**config.mk**
```make
export PLATFORM = sky130hd
export DESIGN_NAME = regfile_sb
export DESIGN_NICKNAME = d
export VERILOG_FILES = /design/src/rtl/arm_rf_pkg.sv /design/src/rtl/sb_counter.sv /design/src/rtl/regfile_sb.sv
export SDC_FILE = /design/constraint.sdc
export NUM_CORES = 1
export LEC_CHECK = 0
export ABC_AREA = 0
export BUFFER_PORTS_ARGS = -buffer_cell sky130_fd_sc_hd__buf_2
export CORE_ASPECT_RATIO = 1.1
export CORE_MARGIN = 2
export CORE_UTILIZATION = 57
export CTS_CLUSTER_DIAMETER = 30
export CTS_CLUSTER_SIZE = 28
export DETAILED_ROUTE_END_ITERATION = 8
export GPL_TIMING_DRIVEN = 0
export PLACE_DENSITY = 0.8
export SYNTH_ARGS = -nofsm -noshare
export SYNTH_HDL_FRONTEND = slang
export SYNTH_SLANG_ARGS = --single-unit
```
**constraint.sdc**
```tcl
create_clock -name clk -period 19.2 [get_ports clk]
set_input_delay 1.92 -clock clk [delete_from_list [all_inputs] [get_ports clk]]
set_output_delay 1.92 -clock clk [all_outputs]
set_load 0.01 [all_outputs]
```
**src/rtl/arm_rf_pkg.sv**
```systemverilog
// Shared sizing helpers and reset-mode constants for the decode-stage register file.
package arm_rf_pkg;

    localparam int RST_MODE_ZERO  = 0;
    localparam int RST_MODE_INDEX = 1;

    function automatic int addr_w(input int depth);
        return (depth > 1) ? $clog2(depth) : 1;
    endfunction

    function automatic int pend_w(input int pend_max);
        return (pend_max > 0) ? $clog2(pend_max + 1) : 1;
    endfunction

endpackage

```
**src/rtl/sb_counter.sv**
```systemverilog
// Per-register pending-write counter: counts issued-but-not-retired writes, saturating at PEND_MAX.
module sb_counter #(
    parameter int PEND_MAX = 3,
    parameter int PW       = 2
) (
    input  logic          clk,
    input  logic          rst,
    input  logic          inc,
    input  logic          dec,
    input  logic          clr,
    output logic [PW-1:0] cnt,
    output logic          nonzero,
    output logic          ovf
);

    localparam logic [PW-1:0] CNT_MAX = PW'(PEND_MAX);

    logic dec_eff;
    logic at_max;

    assign nonzero = (cnt != '0);
    assign at_max  = (cnt == CNT_MAX);
    assign dec_eff = dec && nonzero;

    // A simultaneous retire frees a slot, so only an unmatched issue at the limit is lost.
    assign ovf = inc && !dec_eff && at_max && !clr;

    always_ff @(posedge clk or posedge rst) begin
        if (rst) begin
            cnt <= '0;
        end else if (clr) begin
            cnt <= '0;
        end else if (inc && !dec_eff && !at_max) begin
            cnt <= cnt + PW'(1);
        end else if (dec_eff && !inc) begin
            cnt <= cnt - PW'(1);
        end
    end

endmodule

```
**src/rtl/regfile_sb.sv**
```systemverilog
// Multi-read-port register file with writeback bypass and a per-register pending-write scoreboard.
module regfile_sb
    import arm_rf_pkg::*;
#(
    parameter int DATA_W     = 32,
    parameter int DEPTH      = 16,
    parameter int NRD        = 2,
    parameter int PEND_MAX   = 3,
    parameter int INIT_INDEX = 1,
    localparam int AW        = addr_w(DEPTH),
    localparam int PW        = pend_w(PEND_MAX)
) (
    input  logic                  clk,
    input  logic                  rst,
    input  logic [NRD*AW-1:0]     rd_addr,
    output logic [NRD*DATA_W-1:0] rd_data,
    output logic [NRD-1:0]        rd_busy,
    input  logic                  wr_en,
    input  logic [AW-1:0]         wr_addr,
    input  logic [DATA_W-1:0]     wr_data,
    input  logic                  iss_en,
    input  logic [AW-1:0]         iss_addr,
    input  logic                  flush,
    output logic [DEPTH-1:0]      busy_vec,
    output logic                  sb_err
);

    logic [DATA_W-1:0] mem [DEPTH];
    logic [PW-1:0]     cnt [DEPTH];
    logic [DEPTH-1:0]  ovf;

    always_ff @(posedge clk or posedge rst) begin
        if (rst) begin
            for (int i = 0; i < DEPTH; i++) begin
                mem[i] <= (INIT_INDEX == RST_MODE_INDEX) ? DATA_W'(i) : '0;
            end
        end else if (wr_en) begin
            mem[wr_addr] <= wr_data;
        end
    end

    // Issue and writeback are decoded per register; flush gates issue so it can never overflow.
    for (genvar r = 0; r < DEPTH; r++) begin : g_sb
        logic inc;
        logic dec;

        assign inc = iss_en && (iss_addr == AW'(r)) && !flush;
        assign dec = wr_en && (wr_addr == AW'(r));

        sb_counter #(
            .PEND_MAX (PEND_MAX),
            .PW       (PW)
        ) u_cnt (
            .clk     (clk),
            .rst     (rst),
            .inc     (inc),
            .dec     (dec),
            .clr     (flush),
            .cnt     (cnt[r]),
            .nonzero (busy_vec[r]),
            .ovf     (ovf[r])
        );
    end

    // A writeback landing this cycle both forwards its data and retires one pending write.
    for (genvar k = 0; k < NRD; k++) begin : g_rd
        logic [AW-1:0] a;
        logic          hit;

        assign a   = rd_addr[k*AW +: AW];
        assign hit = wr_en && (wr_addr == a);

        assign rd_data[k*DATA_W +: DATA_W] = hit ? wr_data : mem[a];
        assign rd_busy[k] = cnt[a] > (hit ? PW'(1) : PW'(0));
    end

    always_ff @(posedge clk or posedge rst) begin
        if (rst) begin
            sb_err <= 1'b0;
        end else if (|ovf) begin
            sb_err <= 1'b1;
        end
    end

endmodule
```
==> run_results.csv <==
group,metric,value,unit
run_status,outcome,"completed",
clock_network,cts-buffers-inserted,108,
place,dp_cells,3254,
logic_synthesis,yosys_warnings,0,
clock_network,clock_latency,0.67,ns
power_and_ir_drop,internal_power,0.00320,W
floorplanning,die-width,226,µm
min_path,min_path_type,"reg2reg",
clock_network,clk_pin_slew,0.05,ns
power_and_ir_drop,p_total,0.00448,W
logic_synthesis,yosysTopAreaCell,"dfrtp_1",
worst_setup_path,worstSetupStartpoint,"rd_addr[6]",
power_and_ir_drop,power.leakage,15.8,nW
worst_setup_path,path_cells,"buf_2 > buf_1 > clkbuf_1 > a211oi_1 > a211oi_1 > buf_2",
logic_synthesis,avgSynthCellArea,12.7,µm²
clock_network,holdBufCountCts,0,
floorplanning,die_h,248,µm
timing,fin_crit_sh,35.3,%
floorplanning,core,53700,µm²
timing,setup_viol,0,
logic_synthesis,syn_area,30900,µm²
clock_network,cts_resized,0,
power_and_ir_drop,ir_drop,0.0000839,V
worst_setup_path,r2r_slack,17.31,ns
detailed_routing,routed_wl,106000,µm
min_path,min_to,"mem[289]",
grt,grt_pass1_wl,157000,µm
grt,grt_pass1_vias,24850,
timing,max_freq,147,MHz
detailed_routing,drt_iter0_drc,3302,
logic_synthesis,synth_seq_cells,545,
worst_setup_path,rr_startpoint,"g_sb[12].u_cnt.cnt[1]",
timing,hold_ws,0.476,ns
worst_setup_path,worstPathRequired,17.28,ns
finish,nNetsFinal,2691,
worst_setup_path,startpoint_type,"primary input",
logic_synthesis,synth_edf_count,0,
grt,grt_max_degree,140,
place,portBuffers,94,
finish,syn_to_final_growth,17.3,%
worst_setup_path,critical-path-max-stage-delay,0.89,ns
floorplanning,initial_core_util,57.6,%
power_and_ir_drop,p_clk_share,44.3,%
timing,final_hold_viol_count,0,
power_and_ir_drop,switching_share,28.6,%
worst_setup_path,crit_type,"in2out",
power_and_ir_drop,combPwrFrac,19.7,%
worst_setup_path,cp-end-kind,"primary output",
logic_synthesis,syn-num-nets,2483,
timing,rsz0062_at_grt,"no",
timing,period_minus_slack,6.78,ns
clock_network,clockRootBuffer,"clkbuf_16",
floorplanning,io_pins,136,
clock_network,htree_num_levels,3,
logic_synthesis,ys_seq_area_share,44.2,%
place,dpl.hpwl,72100,µm
clock_network,cts_tree,"built",
floorplanning,core.rowCount,89,
min_path,hp-start,"mem[289]",
floorplanning,die_area,56200,µm²
timing,slew_violations,0,
logic_synthesis,netlist_instances,2428,
detailed_routing,wl_per_cell,30.5,µm
job,drv_cap,0,
worst_setup_path,critical_path.max_fanout,10,
power_and_ir_drop,switching_power,0.00128,W
worst_setup_path,worstPathArrival,4.86,ns
worst_setup_path,worstRegToRegCells,5,
detailed_routing,firstDrtPassIters,6,
detailed_routing,antenna_left,0,
logic_synthesis,synth_flop_cell,"dfrtp_1",
detailed_routing,drc,0,
timing,setup_ws,12.42,ns
finish,drive_above_1_share,43.3,%
detailed_routing,via_count,24056,
clock_network,clock-sinks,545,
logic_synthesis,ys_top_cells_by_area,"dfrtp_1 (41%), mux4_2 (20%), mux2_2 (15%), nand2_1 (4.7%), dfstp_2 (2.7%)",
place,gp_congestion,0.992,
power_and_ir_drop,cellPowerDensity,123,nW/µm²
timing,relSlewSlack,21.2,%
detailed_routing,vias_per_cell,6.95,
clock_network,post_cts_buffers,0,
worst_setup_path,critPathSlowestCell,"buf_1",
min_path,whs_path_depth,2,
grt,grt_overflow,0,
logic_synthesis,async_reset_ff_share,100,%
worst_setup_path,r2r-end,"sb_err",
logic_synthesis,synth_cell_types,60,
place,post-place-ws,12.69,ns
grt,antenna_found_initial,1,
finish,layoutNonFillerInstCount,3459,
clock_network,cts_buffer_depth,3,
grt,grt_usage,38.4,%
timing,worst_slew_pin_slew,1.18,ns
power_and_ir_drop,seqPwrFrac,36.0,%
logic_synthesis,synth_top_area_share,41.5,%
timing,skew,0.0250,ns
-- final cells by class --
| cell class | count | area [µm²] |
|---|---|---|
| fillers | 3639 | 17400 |
| multi-input cells | 1611 | 16000 |
| flip-flops and latches | 545 | 13700 |
| clock buffers | 133 | 3000 |
| plain buffers | 264 | 1280 |
| well taps | 728 | 911 |
| clock inverters | 70 | 857 |
| repair buffers | 98 | 581 |
| inverters | 8 | 37.5 |
| diodes | 2 | 5.00 |
-- critical path: cells and delay by family --
family / cells / cell delay [ns]
buffers and inverters: 4 / 2.07
AO/OA/AOI/OAI: 2 / 0.86
-- routing by layer --
metal  up-vias  share of wire [%]  track usage (%)
met4         0                7.9             27.0
li1       9423                  -                -
met2      1933                 45             58.1
met3       501                 12             10.8
met5         -                  0                0
met1     12199                 35             48.3
-- synth_stat cells (all sizes together), types with 2 or more instances --
master and n:
o21ai 28, nor2 83, xnor2 9, o2111ai 2, a2111oi 8, nand3 28, dfrtp 513, o21bai 2
a31o 2, a21o 5, a21oi 40, nor3 4, a2111o 5, nor2b 46, and3b 2, nand2 392
nor4bb 2, nand2b 3, mux2i 67, mux4 276, ha 2, clkbuf 84, nand4bb 2, o22ai 20
o211ai 6, o21a 5, and2 5, nand4 5, buf 180, mux2 417, or2 19, a211oi 99
dfstp 32, inv 8, xor2 15
-- kinds of logic after synthesis --
group                    count (synthesis)  synth area share, %
adder cells (fa/ha/maj)                  2               0.0809
AND/OR/NAND/NOR                        599                 8.31
buffers and inverters                  272                 4.23
flip-flops                             545                 44.2
AO/OA/AOI/OAI                          226                 5.06
multiplexers                           760                 37.4
XOR/XNOR                                24                0.679
-- metrics by stage --
stage | util [%] | setup TNS, ns | instance area [µm²]
3_3_place_gp | 60.2 | -1470.98 | 32300
6_report | 67.6 | 0 | 36300
2_1_floorplan | - | 0 | 30900
4_1_cts | 67.6 | 0 | 36300
5_1_grt | 67.6 | 0 | 36300
3_5_place_dp | 60.4 | 0 | 32400
-- how the worst max path moves through the flow --
stage | end | depth (start not counted)
floorplan | g_sb[0].u_cnt.cnt[0] | 1
global placement | mem[228] | 2
detailed placement | rd_data[51] | 6
CTS | rd_data[51] | 6
global route | rd_data[34] | 6
finish | rd_data[52] | 6
-- flip-flops by register name, indices dropped and copies added (netlist names) --
| register | flops |
|---|---|
| sb_err | 1 |
| g_sb.u_cnt.cnt | 32 |
| mem | 512 |
-- power groups by stage --
stage	clock network (W)	logic (W)	registers [W]
2_1_floorplan	0	0.000638	0.00154
5_1_grt	0.00204	0.000924	0.00163
4_1_cts	0.00198	0.000864	0.00160
6_report	0.00198	0.000883	0.00161
3_5_place_dp	0	0.000846	0.00160
3_3_place_gp	0	0.000811	0.00157
-- cell usage in the layout, fill, tap and decap left out, types with 6 or more instances in the layout --
cell and instances:
clkbuf_1 91, mux2_2 412, a2111oi_0 6, a211oi_1 98, nand2_1 391, xnor2_1 9, mux4_2 276, bufinv_16 15
or2_2 17, o22ai_1 20, clkbuf_8 14, xor2_1 15, nor2b_1 46, buf_1 39, o21ai_0 26, buf_4 41
nor2_1 82, buf_2 193, o211ai_1 6, inv_6 8, clkinv_2 19, a21oi_1 40, inv_1 7, dfrtp_1 513
nand3_1 28, clkbuf_16 111, mux2i_1 67, clkinvlp_4 15, dfstp_2 32, clkinv_4 11
No activity file was read; power rests on OpenSTA's default activity.
